### src/rtl/dmem_port_arbiter.sv
// Data-memory port arbiter: shares one memory port among load misses, fetch misses and
// store writebacks, and tracks outstanding reads in a tag table for zero-latency returns.
module dmem_port_arbiter #(
    parameter int B_W   = 4,
    parameter int TAG_W = 4
) (
    input  logic             clock,
    input  logic             reset,

    input  logic             ld_req,
    input  logic [31:0]      ld_addr,
    input  logic [B_W-1:0]   ld_bm,
    input  logic             if_req,
    input  logic [31:0]      if_addr,
    input  logic             st_req,
    input  logic [31:0]      st_addr,
    input  logic [63:0]      st_data,
    input  logic             st_urgent,

    output logic             ld_ack,
    output logic             if_ack,
    output logic             st_ack,

    input  logic [B_W-1:0]   b_mm_resolve,
    input  logic             b_mm_mispred,

    output logic [1:0]       proc2mem_command,
    output logic [31:0]      proc2mem_addr,
    output logic [63:0]      proc2mem_data,

    input  logic [TAG_W-1:0] mem2proc_transaction_tag,
    input  logic [TAG_W-1:0] mem2proc_data_tag,
    input  logic [63:0]      mem2proc_data,

    output logic             ld_resp_valid,
    output logic [63:0]      ld_resp_data,
    output logic [B_W-1:0]   ld_resp_bm,
    output logic             if_resp_valid,
    output logic [63:0]      if_resp_data,

    output logic [TAG_W-1:0] outstanding
);

    localparam int N = 1 << TAG_W;

    localparam logic [1:0] CMD_NONE  = 2'd0;
    localparam logic [1:0] CMD_LOAD  = 2'd1;
    localparam logic [1:0] CMD_STORE = 2'd2;

    typedef enum logic [1:0] {
        SEL_LD   = 2'd0,
        SEL_IF   = 2'd1,
        SEL_ST   = 2'd2,
        SEL_NONE = 2'd3
    } sel_e;

    sel_e             winner;
    logic             ld_eligible;
    logic             accepted;
    logic             alloc;
    logic             ret_hit;
    logic [1:0]       ptr_q, ptr_d;

    logic [N-1:0]     valid_q, valid_d;
    logic [N-1:0]     owner_fetch_q, owner_fetch_d;
    logic [N-1:0]     squashed_q, squashed_d;
    logic [B_W-1:0]   bm_q [N];
    logic [B_W-1:0]   bm_d [N];
    logic [TAG_W-1:0] outstanding_q, outstanding_d;

    // A load being killed by this cycle's mispredict must not reach memory at all.
    always_comb begin
        ld_eligible = ld_req && !(b_mm_mispred && (|(ld_bm & b_mm_resolve)));
        winner      = SEL_NONE;
        if (st_req && st_urgent) begin
            winner = SEL_ST;
        end else begin
            case (ptr_q)
                2'd0: begin
                    if (ld_eligible)  winner = SEL_LD;
                    else if (if_req)  winner = SEL_IF;
                    else if (st_req)  winner = SEL_ST;
                end
                2'd1: begin
                    if (if_req)           winner = SEL_IF;
                    else if (st_req)      winner = SEL_ST;
                    else if (ld_eligible) winner = SEL_LD;
                end
                default: begin
                    if (st_req)           winner = SEL_ST;
                    else if (ld_eligible) winner = SEL_LD;
                    else if (if_req)      winner = SEL_IF;
                end
            endcase
        end
        if (reset) winner = SEL_NONE;

        accepted = (winner != SEL_NONE) && (mem2proc_transaction_tag != '0);
        alloc    = accepted && (winner != SEL_ST);
        ld_ack   = accepted && (winner == SEL_LD);
        if_ack   = accepted && (winner == SEL_IF);
        st_ack   = accepted && (winner == SEL_ST);

        proc2mem_command = CMD_NONE;
        proc2mem_addr    = 32'd0;
        proc2mem_data    = 64'd0;
        case (winner)
            SEL_LD: begin
                proc2mem_command = CMD_LOAD;
                proc2mem_addr    = ld_addr;
            end
            SEL_IF: begin
                proc2mem_command = CMD_LOAD;
                proc2mem_addr    = if_addr;
            end
            SEL_ST: begin
                proc2mem_command = CMD_STORE;
                proc2mem_addr    = st_addr;
                proc2mem_data    = st_data;
            end
            default: ;
        endcase

        ptr_d = ptr_q;
        if (accepted) begin
            case (winner)
                SEL_LD:  ptr_d = 2'd1;
                SEL_IF:  ptr_d = 2'd2;
                default: ptr_d = 2'd0;
            endcase
        end
    end

    // Responses are judged against the entry as it stands, including this cycle's resolve.
    always_comb begin
        ret_hit       = !reset && (mem2proc_data_tag != '0) && valid_q[mem2proc_data_tag];
        if_resp_valid = ret_hit && owner_fetch_q[mem2proc_data_tag];
        ld_resp_valid = ret_hit && !owner_fetch_q[mem2proc_data_tag]
                        && !squashed_q[mem2proc_data_tag]
                        && !(b_mm_mispred && (|(bm_q[mem2proc_data_tag] & b_mm_resolve)));
        ld_resp_bm    = bm_q[mem2proc_data_tag] & ~b_mm_resolve;
        ld_resp_data  = mem2proc_data;
        if_resp_data  = mem2proc_data;
    end

    // Table update order: branch resolution, then return clears, then allocation overrides.
    always_comb begin
        valid_d       = valid_q;
        owner_fetch_d = owner_fetch_q;
        squashed_d    = squashed_q;
        for (int i = 0; i < N; i++) begin
            bm_d[i] = bm_q[i];
            if (valid_q[i] && !owner_fetch_q[i] && (|(bm_q[i] & b_mm_resolve))) begin
                if (b_mm_mispred) squashed_d[i] = 1'b1;
                else              bm_d[i]       = bm_q[i] & ~b_mm_resolve;
            end
        end
        if (ret_hit) valid_d[mem2proc_data_tag] = 1'b0;
        if (alloc) begin
            valid_d[mem2proc_transaction_tag]       = 1'b1;
            owner_fetch_d[mem2proc_transaction_tag] = (winner == SEL_IF);
            squashed_d[mem2proc_transaction_tag]    = 1'b0;
            bm_d[mem2proc_transaction_tag]          = (winner == SEL_IF) ? '0
                                                      : (ld_bm & ~b_mm_resolve);
        end

        outstanding_d = outstanding_q;
        if (alloc && !ret_hit && (outstanding_q != {TAG_W{1'b1}}))
            outstanding_d = outstanding_q + 1'b1;
        else if (!alloc && ret_hit && (outstanding_q != '0))
            outstanding_d = outstanding_q - 1'b1;
    end

    always_ff @(posedge clock) begin
        if (reset) begin
            ptr_q         <= 2'd0;
            valid_q       <= '0;
            owner_fetch_q <= '0;
            squashed_q    <= '0;
            outstanding_q <= '0;
            for (int i = 0; i < N; i++) bm_q[i] <= '0;
        end else begin
            ptr_q         <= ptr_d;
            valid_q       <= valid_d;
            owner_fetch_q <= owner_fetch_d;
            squashed_q    <= squashed_d;
            outstanding_q <= outstanding_d;
            for (int i = 0; i < N; i++) bm_q[i] <= bm_d[i];
        end
    end

    assign outstanding = outstanding_q;

endmodule

### config.mk
export PLATFORM = sky130hd
export DESIGN_NAME = dmem_port_arbiter
export DESIGN_NICKNAME = d
export VERILOG_FILES = /design/src/rtl/dmem_port_arbiter.sv
export SDC_FILE = /design/constraint.sdc
export NUM_CORES = 1
export LEC_CHECK = 0
export CAP_MARGIN = 10
export CORE_AREA = 2 2 188 190
export DETAILED_ROUTE_END_ITERATION = 10
export DIE_AREA = 0 0 190 192
export SLEW_MARGIN = 25
export SYNTH_ARGS = -nofsm -noshare
export SYNTH_HDL_FRONTEND = slang
export SYNTH_SLANG_ARGS = --single-unit
### constraint.sdc
create_clock -name clock -period 5.1 [get_ports clock]
set_input_delay 1.02 -clock clock [delete_from_list [all_inputs] [get_ports clock]]
set_output_delay 1.02 -clock clock [all_outputs]
set_load 0.02 [all_outputs]
==> metrics.txt <==
# TYPE chip_impl_metric gauge
chip_impl_metric{name="dpl-instance-area",unit="um^2"} 11100
chip_impl_metric{name="synth_seq_cells",unit=""} 118
chip_impl_metric{name="power_frac_comb",unit="%"} 27.0
chip_impl_metric{name="yosysSeqAreaShare",unit="%"} 27.5
chip_impl_metric{name="layout-area-overhead-vs-synth",unit="%"} 35.9
chip_impl_info{name="tritoncts",value="done"} 1
chip_impl_metric{name="synthDistinctLibCells",unit=""} 59
chip_impl_metric{name="grt_overflow",unit=""} 0
chip_impl_metric{name="numClockSinks",unit=""} 118
chip_impl_metric{name="num_io_pins",unit=""} 486
chip_impl_metric{name="finalHoldWorstSlack",unit="ns"} 0.466
chip_impl_metric{name="min_path_cells",unit=""} 2
chip_impl_metric{name="clock_skew",unit="ns"} 0.00723
chip_impl_metric{name="final_net_count",unit=""} 1495
chip_impl_metric{name="hold_viol",unit=""} 0
chip_impl_metric{name="h_tree_lvls",unit=""} 4
chip_impl_info{name="cp-start-kind",value="input port"} 1
chip_impl_metric{name="dp_hpwl",unit="um"} 29400
chip_impl_metric{name="final_design_area_no_fill",unit="um^2"} 11700
chip_impl_metric{name="yosysTopAreaCellShare",unit="%"} 27.5
chip_impl_info{name="synthDominantAreaCellType",value="sky130_fd_sc_hd__dfxtp_1"} 1
chip_impl_info{name="clockRootBuffer",value="sky130_fd_sc_hd__clkbuf_16"} 1
chip_impl_metric{name="maximum_number_of_pins_on_one_net_before_global_route_repair",unit=""} 66
chip_impl_metric{name="global_route.usage.met2",unit="%"} 35.0
chip_impl_metric{name="internal-power",unit="mW"} 2.01
chip_impl_metric{name="power.share.sequential",unit="%"} 33.0
chip_impl_metric{name="fin_tns_setup",unit="ns"} 0
chip_impl_metric{name="clkLatencyLatePin",unit="ns"} 0.43
chip_impl_metric{name="final_cell_count_no_fill",unit=""} 1712
chip_impl_metric{name="post_cts_repair_timing_setup_buffer_count",unit=""} 0
chip_impl_metric{name="design.die.area",unit="um^2"} 36500
chip_impl_metric{name="worst_setup_hold_path_clk_slew",unit="ns"} 0.06
chip_impl_metric{name="final_min_period_over_clock_period",unit="%"} 96.6
chip_impl_metric{name="total_leakage_power",unit="nW"} 4.16
chip_impl_metric{name="placed_cells",unit=""} 1681
chip_impl_metric{name="fp.dieW",unit="um"} 190
chip_impl_metric{name="yosys_warnings",unit=""} 0
chip_impl_info{name="ys_top_cells_by_area",value="sky130_fd_sc_hd__dfxtp_1 27%, sky130_fd_sc_hd__buf_4 11%, sky130_fd_sc_hd__a21oi_1 8.3%"} 1
chip_impl_metric{name="worst-slew-pin-transition",unit="ns"} 1.07
chip_impl_metric{name="avgSynthCellArea",unit="um^2"} 7.71
chip_impl_info{name="top_usage_layer",value="met2"} 1
chip_impl_metric{name="worstRegToRegCells",unit=""} 11
chip_impl_metric{name="core_area",unit="um^2"} 34300
chip_impl_metric{name="dr.first_iter.drc_count",unit=""} 1016
chip_impl_metric{name="fmaxAchievable",unit="MHz"} 203
chip_impl_metric{name="synth_enable_flop_cells",unit=""} 0
chip_impl_info{name="synth_top_flop_cell",value="sky130_fd_sc_hd__dfxtp_1"} 1
chip_impl_metric{name="layout.filler_cells",unit=""} 3525
chip_impl_metric{name="syn_area",unit="um^2"} 8590
chip_impl_metric{name="first_pass_grt_wire_length",unit="um"} 56900
chip_impl_metric{name="io_buffers",unit=""} 293
chip_impl_metric{name="syn-instance-count",unit=""} 1115
chip_impl_metric{name="die_y",unit="um"} 192
chip_impl_metric{name="clkPwrFrac",unit="%"} 40.0
chip_impl_info{name="status",value="finished clean"} 1
chip_impl_metric{name="drt-wirelength-per-cell",unit="um"} 22.8
chip_impl_metric{name="firstDrtPassIters",unit=""} 5
chip_impl_metric{name="net-switching-power",unit="mW"} 0.869
chip_impl_metric{name="grt_util_met3",unit="%"} 5.90
chip_impl_metric{name="routed_wl",unit="um"} 39000
chip_impl_metric{name="crit_required",unit="ns"} 4.08
chip_impl_metric{name="max_cap_viol_count",unit=""} 0
chip_impl_metric{name="clock_tree.buffer_depth",unit=""} 2
chip_impl_metric{name="n_antenna_cell",unit=""} 0
chip_impl_info{name="rsz0062_at_grt",value="no"} 1
chip_impl_metric{name="post_synthesis_async_set_or_reset_flop_share",unit="%"} 0
chip_impl_metric{name="timing.final.crit_period",unit="ns"} 4.93
chip_impl_metric{name="grt_antenna_before_repair",unit=""} 0
chip_impl_metric{name="worstPathMaxFanout",unit=""} 16
chip_impl_info{name="hold_path_class",value="reg -> reg"} 1
chip_impl_metric{name="relSlewSlack",unit="%"} 28.7
chip_impl_metric{name="detail-route-antenna-nets",unit=""} 0
chip_impl_metric{name="switching_share",unit="%"} 30.2
chip_impl_metric{name="remaining_drc_errors",unit=""} 0
chip_impl_metric{name="initial_utilization",unit="%"} 25.1
chip_impl_metric{name="num_vias",unit=""} 9094
chip_impl_metric{name="groute.usage.overall",unit="%"} 20.8
chip_impl_metric{name="detail_route.vias_per_cell",unit=""} 5.31
chip_impl_info{name="endpoint_type_of_the_worst_setup_path",value="primary output"} 1
chip_impl_metric{name="gp_congestion",unit=""} 0.959
chip_impl_metric{name="slew_violations",unit=""} 0
chip_impl_metric{name="synth_fp_nets",unit=""} 1365
chip_impl_metric{name="cts_made_buffers",unit=""} 17
chip_impl_metric{name="placementRows",unit=""} 68
chip_impl_metric{name="power.total",unit="mW"} 2.88
chip_impl_metric{name="power_density",unit="nW/um^2"} 247
chip_impl_info{name="worst-setup-path-type",value="in -> out"} 1
chip_impl_metric{name="grtUsageMet1",unit="%"} 25.2
chip_impl_metric{name="grt_pass1_vias",unit=""} 9041
chip_impl_metric{name="irDropWorstVdd",unit="mV"} 0.212
chip_impl_metric{name="setup_violations",unit=""} 0
chip_impl_metric{name="timing.critical_path.arrival",unit="ns"} 3.91
chip_impl_metric{name="post_route_cells_drive_above_1_share",unit="%"} 9.86
## sequential cells by signal, indices dropped and copies added (netlist names)
signal,cells
bm_q,64
outstanding,4
owner_fetch_q,16
ptr_q,2
squashed_q,16
valid_q,16
## synth_stat cells (all sizes together), types with 20 or more instances
cell,instances
buf,144
a21oi,142
dfxtp,118
nand2,104
clkbuf,75
nand3,72
and2,70
o211ai,61
o21ai,52
and3,39
a22oi,30
inv,28
mux4,25
nor3,24
nor2,20
## final cells by class
| class | count | area, um^2 | share of cell area (%) |
|---|---|---|---|
| Multi-Input combinational cell | 750 | 4830 | 41.4 |
| Clock buffer | 23 | 488 | 4.18 |
| Tap cell | 455 | 569 | 4.88 |
| Inverter | 28 | 105 | 0.900 |
| Sequential cell | 118 | 2360 | 20.2 |
| Clock inverter | 8 | 73.8 | 0.632 |
| Timing Repair Buffer | 330 | 3240 | 27.8 |
## power by group through the flow
stage / clock, mW / sequential (mW) / combinational (mW)
global placement: 0 / 0.970 / 0.778
detailed placement: 0 / 0.970 / 0.778
global route: 1.19 / 0.953 / 0.825
finish: 1.15 / 0.950 / 0.779
floorplan: 0 / 0.974 / 0.490
CTS: 1.16 / 0.950 / 0.781
## path summary, 6_finish.rpt
path | start | end | slack, ns
hold reg to reg | bm_q[0][2]$_SDFF_PP0_ | bm_q[0][2]$_SDFF_PP0_ | 0.47
setup / recovery | mem2proc_data_tag[0] | ld_resp_valid | 0.17
hold / removal | bm_q[0][2]$_SDFF_PP0_ | bm_q[0][2]$_SDFF_PP0_ | 0.47
setup reg to reg | ptr_q[0]$_SDFFE_PP0N_ | outstanding[3]$_SDFFE_PP0P_ | 2.24
## worst max-delay path, cell delays in order
cell                              delay, ns
sky130_fd_sc_hd__buf_2                 0.40
sky130_fd_sc_hd__buf_4                 0.30
sky130_fd_sc_hd__mux4_2                0.52
sky130_fd_sc_hd__nand2_1               0.09
sky130_fd_sc_hd__nand2_1               0.07
sky130_fd_sc_hd__a222oi_1              0.38
sky130_fd_sc_hd__o21ai_1               0.15
sky130_fd_sc_hd__a311oi_2              0.28
sky130_fd_sc_hd__clkdlybuf4s50_1       0.67
## layout by cell type, fill, tap and decap left out, types with 3 or more instances in the layout
cell / count
sky130_fd_sc_hd__nor2b_1: 11
sky130_fd_sc_hd__o21ai_1: 40
sky130_fd_sc_hd__nand4_1: 3
sky130_fd_sc_hd__nand2b_1: 8
sky130_fd_sc_hd__and2_1: 70
sky130_fd_sc_hd__inv_2: 7
sky130_fd_sc_hd__a21oi_1: 142
sky130_fd_sc_hd__nor2_1: 19
sky130_fd_sc_hd__nand2_1: 104
sky130_fd_sc_hd__clkdlybuf4s50_1: 285
sky130_fd_sc_hd__a221oi_1: 5
sky130_fd_sc_hd__nand3_1: 71
sky130_fd_sc_hd__nor2b_2: 5
sky130_fd_sc_hd__clkinv_2: 4
sky130_fd_sc_hd__or3_1: 3
sky130_fd_sc_hd__mux2i_1: 15
sky130_fd_sc_hd__nor3_2: 5
sky130_fd_sc_hd__clkbuf_8: 4
sky130_fd_sc_hd__o21ai_0: 12
sky130_fd_sc_hd__dfxtp_1: 118
sky130_fd_sc_hd__mux2_2: 3
sky130_fd_sc_hd__a22o_1: 3
sky130_fd_sc_hd__clkbuf_16: 17
sky130_fd_sc_hd__dlygate4sd2_1: 5
sky130_fd_sc_hd__inv_1: 21
sky130_fd_sc_hd__a311oi_1: 3
sky130_fd_sc_hd__nor3_1: 18
sky130_fd_sc_hd__buf_12: 4
sky130_fd_sc_hd__a22oi_1: 30
sky130_fd_sc_hd__mux4_2: 25
sky130_fd_sc_hd__and3_1: 39
sky130_fd_sc_hd__o211ai_1: 61
sky130_fd_sc_hd__buf_4: 35
sky130_fd_sc_hd__nand3b_1: 15
sky130_fd_sc_hd__a211oi_1: 5
## per-stage QoR
step | setup slack [ns] | util [%]
after floorplan | 1.17 | -
after global placement | -0.113 | 32.4
after detailed placement | -0.105 | 32.4
after CTS | 0.175 | 34.1
after global routing | 0.0596 | 34.1
final | 0.173 | 34.1
## routing by layer
metal,wire [um],up-vias
li1,-,4135
met2,19000,554
met4,1180,0
met5,0,-
met3,3810,76
met1,15100,4329
## repair_timing
action	CTS	global route
hold buffers	0	0
gates resized for setup	6	0
hold endpoints to repair	0	0
endpoints found under the setup margin	63	0
## cells by family after synthesis
group	count (synthesis)	synth area share, %
AND/OR/NAND/NOR	383	23.7
adder cells (fa/ha/maj)	3	0.524
XOR/XNOR	1	0.102
AO/OA/AOI/OAI	320	22.8
flip-flops	118	27.5
buffers and inverters	247	16.7
multiplexers	43	8.69
Power figures use the tool's default switching activity.
